<file path="config.mk">
export PLATFORM = sky130hd
export DESIGN_NAME = result_monitor
export DESIGN_NICKNAME = d
export VERILOG_FILES = /design/src/rtl/result_monitor_pkg.sv /design/src/rtl/result_monitor_chan.sv /design/src/rtl/result_monitor.sv
export SDC_FILE = /design/constraint.sdc
export NUM_CORES = 1
export LEC_CHECK = 0
export ABC_AREA = 1
export CAP_MARGIN = 20
export CORE_UTILIZATION = 57
export DETAILED_ROUTE_END_ITERATION = 7
export PLACE_DENSITY = 0.8
export SLEW_MARGIN = 20
export SYNTH_ARGS = -nofsm -noshare
export SYNTH_HDL_FRONTEND = slang
export SYNTH_SLANG_ARGS = --single-unit
</file>
<file path="constraint.sdc">
create_clock -name ph1 -period 1.9 [get_ports ph1]
set_input_delay 0.285 -clock ph1 [delete_from_list [all_inputs] [get_ports ph1]]
set_output_delay 0.285 -clock ph1 [all_outputs]
set_load 0.1 [all_outputs]
</file>
<file path="src/rtl/result_monitor_pkg.sv">
// Shared types and the masked-compare helper for the result monitor.
package result_monitor_pkg;

  localparam int MAX_DW = 32;

  typedef enum logic [1:0] {
    S_IDLE  = 2'd0,
    S_ARMED = 2'd1,
    S_DONE  = 2'd2
  } state_e;

  typedef enum logic [1:0] {
    CH_PEND  = 2'd0,
    CH_MATCH = 2'd1,
    CH_MISS  = 2'd2
  } chan_st_e;

  // Callers zero-extend bus-width values to MAX_DW.
  function automatic chan_st_e chan_compare(input logic [MAX_DW-1:0] data,
                                            input logic [MAX_DW-1:0] expv,
                                            input logic [MAX_DW-1:0] mask);
    return (((data ^ expv) & mask) == '0) ? CH_MATCH : CH_MISS;
  endfunction

endpackage

</file>
<file path="src/rtl/result_monitor_chan.sv">
// One watched address: config registers, capture status and hit flag.
module result_monitor_chan
  import result_monitor_pkg::*;
#(
  parameter int AW = 16,
  parameter int DW = 8
) (
  input  logic          clk,
  input  logic          rst_n,
  input  logic          i_cfg_we,
  input  logic          i_cfg_en,
  input  logic [AW-1:0] i_cfg_addr,
  input  logic [DW-1:0] i_cfg_exp,
  input  logic [DW-1:0] i_cfg_mask,
  input  logic          i_clear,
  input  logic          i_arm,
  input  logic          i_bus_we,
  input  logic [AW-1:0] i_bus_addr,
  input  logic [DW-1:0] i_bus_wdata,
  output logic          o_en,
  output logic          o_hit,
  output logic          o_ok_nxt
);

  logic              r_en;
  logic [AW-1:0]     r_addr;
  logic [DW-1:0]     r_exp;
  logic [DW-1:0]     r_mask;
  chan_st_e          r_st;
  chan_st_e          w_st_nxt;
  logic              r_hit;
  logic              w_capture;
  logic [MAX_DW-1:0] w_data_x;
  logic [MAX_DW-1:0] w_exp_x;
  logic [MAX_DW-1:0] w_mask_x;

  always_comb begin
    w_data_x           = '0;
    w_exp_x            = '0;
    w_mask_x           = '0;
    w_data_x[DW-1:0]   = i_bus_wdata;
    w_exp_x[DW-1:0]    = r_exp;
    w_mask_x[DW-1:0]   = r_mask;
  end

  assign w_capture = i_arm & i_bus_we & r_en & (i_bus_addr == r_addr);

  // Next status is exported so the top can judge the final window cycle.
  always_comb begin
    w_st_nxt = r_st;
    if (i_clear)
      w_st_nxt = CH_PEND;
    else if (w_capture)
      w_st_nxt = chan_compare(w_data_x, w_exp_x, w_mask_x);
  end

  always_ff @(posedge clk or negedge rst_n) begin
    if (!rst_n) begin
      r_en   <= 1'b0;
      r_addr <= '0;
      r_exp  <= '0;
      r_mask <= '0;
    end else if (i_cfg_we) begin
      r_en   <= i_cfg_en;
      r_addr <= i_cfg_addr;
      r_exp  <= i_cfg_exp;
      r_mask <= i_cfg_mask;
    end
  end

  always_ff @(posedge clk or negedge rst_n) begin
    if (!rst_n) begin
      r_st  <= CH_PEND;
      r_hit <= 1'b0;
    end else begin
      r_st <= w_st_nxt;
      if (i_clear)
        r_hit <= 1'b0;
      else if (w_capture)
        r_hit <= 1'b1;
    end
  end

  assign o_en     = r_en;
  assign o_hit    = r_hit;
  assign o_ok_nxt = (w_st_nxt == CH_MATCH);

endmodule

</file>
<file path="src/rtl/result_monitor.sv">
// Multi-channel bus-write result checker: window FSM, cycle counter, pass reduction.
module result_monitor
  import result_monitor_pkg::*;
#(
  parameter  int NCHAN = 4,
  parameter  int AW    = 16,
  parameter  int DW    = 8,
  parameter  int CW    = 16,
  localparam int SELW  = (NCHAN > 1) ? $clog2(NCHAN) : 1
) (
  input  logic             ph1,
  input  logic             reset,
  input  logic             cfg_we,
  input  logic [SELW-1:0]  cfg_sel,
  input  logic             cfg_en,
  input  logic [AW-1:0]    cfg_addr,
  input  logic [DW-1:0]    cfg_exp,
  input  logic [DW-1:0]    cfg_mask,
  input  logic [CW-1:0]    limit,
  input  logic             start,
  input  logic             bus_we,
  input  logic [AW-1:0]    bus_addr,
  input  logic [DW-1:0]    bus_wdata,
  output logic             armed,
  output logic             done,
  output logic             pass,
  output logic [NCHAN-1:0] hit_vec,
  output logic [NCHAN-1:0] fail_vec,
  output logic [CW-1:0]    cycles
);

  state_e           r_state;
  logic             r_armed;
  logic             r_done;
  logic             r_pass;
  logic [NCHAN-1:0] r_fail;
  logic [CW-1:0]    r_cycles;
  logic [CW-1:0]    r_limit;

  logic             w_arm;
  logic             w_start;
  logic             w_last;
  logic [NCHAN-1:0] w_en;
  logic [NCHAN-1:0] w_hit;
  logic [NCHAN-1:0] w_ok_nxt;
  logic [NCHAN-1:0] w_cfg_we;
  logic [NCHAN-1:0] w_fail_nxt;

  assign w_arm      = (r_state == S_ARMED);
  assign w_start    = start & ~w_arm;
  assign w_last     = w_arm & (r_cycles == r_limit);
  assign w_fail_nxt = w_en & ~w_ok_nxt;

  for (genvar g = 0; g < NCHAN; g++) begin : g_chan
    // Out-of-range selects simply decode to no channel.
    assign w_cfg_we[g] = cfg_we & ~w_arm & (cfg_sel == SELW'(g));

    result_monitor_chan #(
      .AW(AW),
      .DW(DW)
    ) u_chan (
      .clk        (ph1),
      .rst_n      (reset),
      .i_cfg_we   (w_cfg_we[g]),
      .i_cfg_en   (cfg_en),
      .i_cfg_addr (cfg_addr),
      .i_cfg_exp  (cfg_exp),
      .i_cfg_mask (cfg_mask),
      .i_clear    (w_start),
      .i_arm      (w_arm),
      .i_bus_we   (bus_we),
      .i_bus_addr (bus_addr),
      .i_bus_wdata(bus_wdata),
      .o_en       (w_en[g]),
      .o_hit      (w_hit[g]),
      .o_ok_nxt   (w_ok_nxt[g])
    );
  end

  always_ff @(posedge ph1 or negedge reset) begin
    if (!reset) begin
      r_state  <= S_IDLE;
      r_armed  <= 1'b0;
      r_done   <= 1'b0;
      r_pass   <= 1'b0;
      r_fail   <= '0;
      r_cycles <= '0;
      r_limit  <= '0;
    end else begin
      case (r_state)
        S_IDLE, S_DONE: begin
          if (start) begin
            r_state  <= S_ARMED;
            r_armed  <= 1'b1;
            r_done   <= 1'b0;
            r_pass   <= 1'b0;
            r_fail   <= '0;
            r_cycles <= '0;
            r_limit  <= limit;
          end
        end
        S_ARMED: begin
          // The final cycle's write is folded in through the channels' next status.
          if (w_last) begin
            r_state <= S_DONE;
            r_armed <= 1'b0;
            r_done  <= 1'b1;
            r_fail  <= w_fail_nxt;
            r_pass  <= (|w_en) & ~(|w_fail_nxt);
          end else if (r_cycles != {CW{1'b1}}) begin
            r_cycles <= r_cycles + CW'(1);
          end
        end
        default: begin
          r_state <= S_IDLE;
          r_armed <= 1'b0;
          r_done  <= 1'b0;
        end
      endcase
    end
  end

  assign armed    = r_armed;
  assign done     = r_done;
  assign pass     = r_pass;
  assign hit_vec  = w_hit;
  assign fail_vec = r_fail;
  assign cycles   = r_cycles;

endmodule

</file>
==> key figures <==
Status
  – Status: finished, final reports clean

Floorplanning
  – Rows: 47
  – Die ar.: 0.0177 sq mm
  – Initial core utilization: between 50% and 60%
  – Core area: 0.0167 sq mm
  – I/O pin total: roughly 110
  – Die H: approximately 130 um
  – Die X: ~130 um

Routing
  – Final WL: 24400 um
  – Via Count: 8992
  – DR WL/cell: 13.9 um
  – TritonRoute pass-1 iters: 5
  – Via/cell ratio: 5.13
  – First DRT Iteration DRCs: just under 600
  – DRC: 0
  – ANT nets after route: 0

Hold path
  – Hold WC Path Type: in2async

Yosys
  – Synth Flop Type: dfrtp_1
  – Post-synthesis register bit count: between 150 and 200
  – Yosys warning count: 0
  – Fraction of registers with async set/reset: 100%
  – Avg Cell Area, Syn: 7.09 sq um
  – Compound-Gate Fraction of Synth Area: between 8 and 9%
  – Cell Area, Synth: 0.00980 sq mm
  – Mux share of post-synthesis cell area: 0%
  – Adder-Cell Fraction of Synth Area: 0.128%
  – Synth Area in Simple Gates: 31.3%
  – Syn Inst Count: 1383
  – Register area share after synthesis: approximately 47%
  – EDFF count, synth: 0
  – Count of unique library cells instantiated by Yosys: 37
  – Largest family of logic cells by synthesized area: simple AND/OR/NAND/NOR gates
  – Post-Syn Nets: 1464
  – XOR/XNOR Fraction of Synth Area: 3.31%

STA
  – Final Skew: roughly 0.012 ns
  – Hold Vio Cnt, Final: 0
  – Final worst slack: 0.00774 ns
  – Worst-Margin Slew: 0.481 ns
  – Slew Viols, Final: 0
  – Final setup vio count: 0
  – Minimum clock period: 1.89 ns
  – RSZ-0062 raised after global routing: true
  – Slew HR: 68.0%
  – Fmax: 0.528 GHz
  – Final period utilization: roughly 100%

Power and ir drop
  – Pwr/cell area: 1370 mW/mm^2
  – Leakage: between 0.006 and 0.007 uW
  – Worst vdd ir: 1.33 mV

Clock network
  – CTS root buf: clkbuf_16
  – TritonCTS Buffers: 17
  – CTS clk-pin slew, worst paths: 0.07 ns
  – H-tree lvl count: 4
  – Clock sink total: 185
  – Clock latency on the worst-skew pair: 0.44 ns
  – CTS max path bufs: 2
  – CTS tree: built

Cells and area
  – Most frequent cells in the layout: nand2_1 (530), dfrtp_1 (169), inv_1 (163)
  – Inserted Diodes: 0
  – Synth-to-Final Area Change: 24.3%
  – Layout cells sized above 1: 11.5%
  – Final cell utilization of the core: between 70 and 80%
  – Most common cell after layout, fill and taps aside: nand2_1
  – NumNets Final: 1601

Setup path
  – Worst-path fanout max: 5
  – CP Class: reg2reg
  – Worst EP required: 2.23 ns
  – CP delay by family, top: simple AND/OR/NAND/NOR gates
  – Slowest stage delay, CP: 0.51 ns
  – Slowest-stage cell, CP: dfrtp_4
  – Reg2reg setup slack: 0.008 ns
  – Worst setup SP type: flop
  – Sequence of cells on the critical path: ha_1, nand2_2, nor3_4, nand4_1, nand3_4, nor2_4, nand2_1, o21ai_1, nor2_1
  – Endpoint class of the critical path: flop
  – CP bufs+invs: 0
  – CP arrival: 2.22 ns

Global route
  – Antenna violations before repair: 0
  – Vias in the first global route: 8465
  – GR Overflow Total: 0
  – First-pass GRT wire length: 40100 um
  – GRT Util Overall: between 20% and 30%
  – Pin count of the biggest net entering global routing: 47

Placed design
  – Pre-CTS WS: -0.321 ns
  – # port buffers: 106
  – Placer Congestion: 0.875
  – DP HPWL: 17300 um

Flow run
  – Max_cap viols: 0
area by class of cell:
| type | count | area [sq um] |
|---|---|---|
| clock buffer | 18 | 439 |
| clock inverter | 14 | 186 |
| fill | 1316 | 4520 |
| inverter | 168 | 631 |
| multi-input combinational | 979 | 4390 |
| sequential | 185 | 4660 |
| tap | 220 | 275 |
| timing repair buffer | 169 | 1600 |
cells by family after synthesis:
family / count (synthesis)
compound gates: 171
flops: 185
simple gates: 769
fa+ha+maj: 1
buf+inv: 220
xor+xnor: 37
state kept, by name, indices dropped and copies added, names as in the netlist, 8 cells and up:
name,cells
g_chan.u_chan.r_addr,64
cycles,16
r_limit,16
g_chan.u_chan.r_exp,32
g_chan.u_chan.r_st,8
g_chan.u_chan.r_mask,32
cell usage after synthesis, types with 2 or more instances:
cell type | count | area (sq um)
a21oi_1 | 15 | 75.1
a31oi_1 | 2 | 12.5
buf_2 | 21 | 105
buf_4 | 6 | 45.0
clkbuf_1 | 20 | 75.1
clkbuf_2 | 3 | 15.0
dfrtp_1 | 185 | 4630
inv_1 | 163 | 612
inv_2 | 5 | 18.8
nand2_1 | 534 | 2000
nand3_1 | 41 | 205
nand4_1 | 14 | 87.6
nor2_1 | 153 | 574
nor2_2 | 3 | 18.8
nor3_1 | 11 | 55.1
nor3_2 | 3 | 30.0
nor4_2 | 2 | 25.0
o21ai_0 | 137 | 686
o21ai_1 | 10 | 50.1
o31ai_1 | 2 | 15.0
or2_2 | 2 | 12.5
xnor2_1 | 13 | 114
xor2_1 | 24 | 210
per-layer routing:
| layer | share of wire [%] | GRT usage, % | up-vias |
|---|---|---|---|
| met3 | 4.7 | 4.91 | 35 |
| met2 | 49 | 48.3 | 228 |
| met5 | 0 | 0 | - |
| met1 | 45 | 38.3 | 4204 |
| li1 | - | - | 4525 |
| met4 | 1.6 | 7.45 | 0 |
path summary, 6_finish.rpt:
path / from / to / depth (start not counted)
min in group ph1: limit[7] / r_limit[7] / 3
worst min-delay path: reset / g_chan[3].u_chan.o_hit / 2
max in group asynchronous: reset / g_chan[3].u_chan.r_addr[2] / 3
worst min register to register: g_chan[3].u_chan.r_mask[0] / g_chan[3].u_chan.r_mask[0] / 2
worst max-delay path: cycles[0] / cycles[8] / 9
worst max register to register: cycles[0] / cycles[8] / 9
per-stage QoR:
step           instances  instance area [sq um]  hold WS [ns]  power, uW  TNS, ns
3_3_place_gp        1715                  11400         0.255      12500    -1.05
3_5_place_dp        1715                  11400         0.253      12700    -1.49
2_1_floorplan       1383                   9830       -0.0106      10900        0
4_1_cts             1748                  12000         0.377      16600        0
5_1_grt             1753                  12200         0.375      17900   -0.130
6_report            1753                  12200         0.365      16700        0
report_power, final:
group          total (uW)  leakage (uW)  switching [uW]  internal [uW]
clock network        3770      0.000303            1630           2140
registers            6750       0.00236            1260           5490
logic                6190       0.00367            3900           2290
total               16700       0.00634            6790           9920
what timing repair did:
action / 4_1_cts / 5_1_grt
hold buffers: 1 / 0
setup endpoints to repair: 0 / 10
endpoints found under the hold margin: 39 / 0
buffers inserted: 0 / 4
resized for setup: 0 / 24
Note: power is estimated with default switching activity, not from simulation.
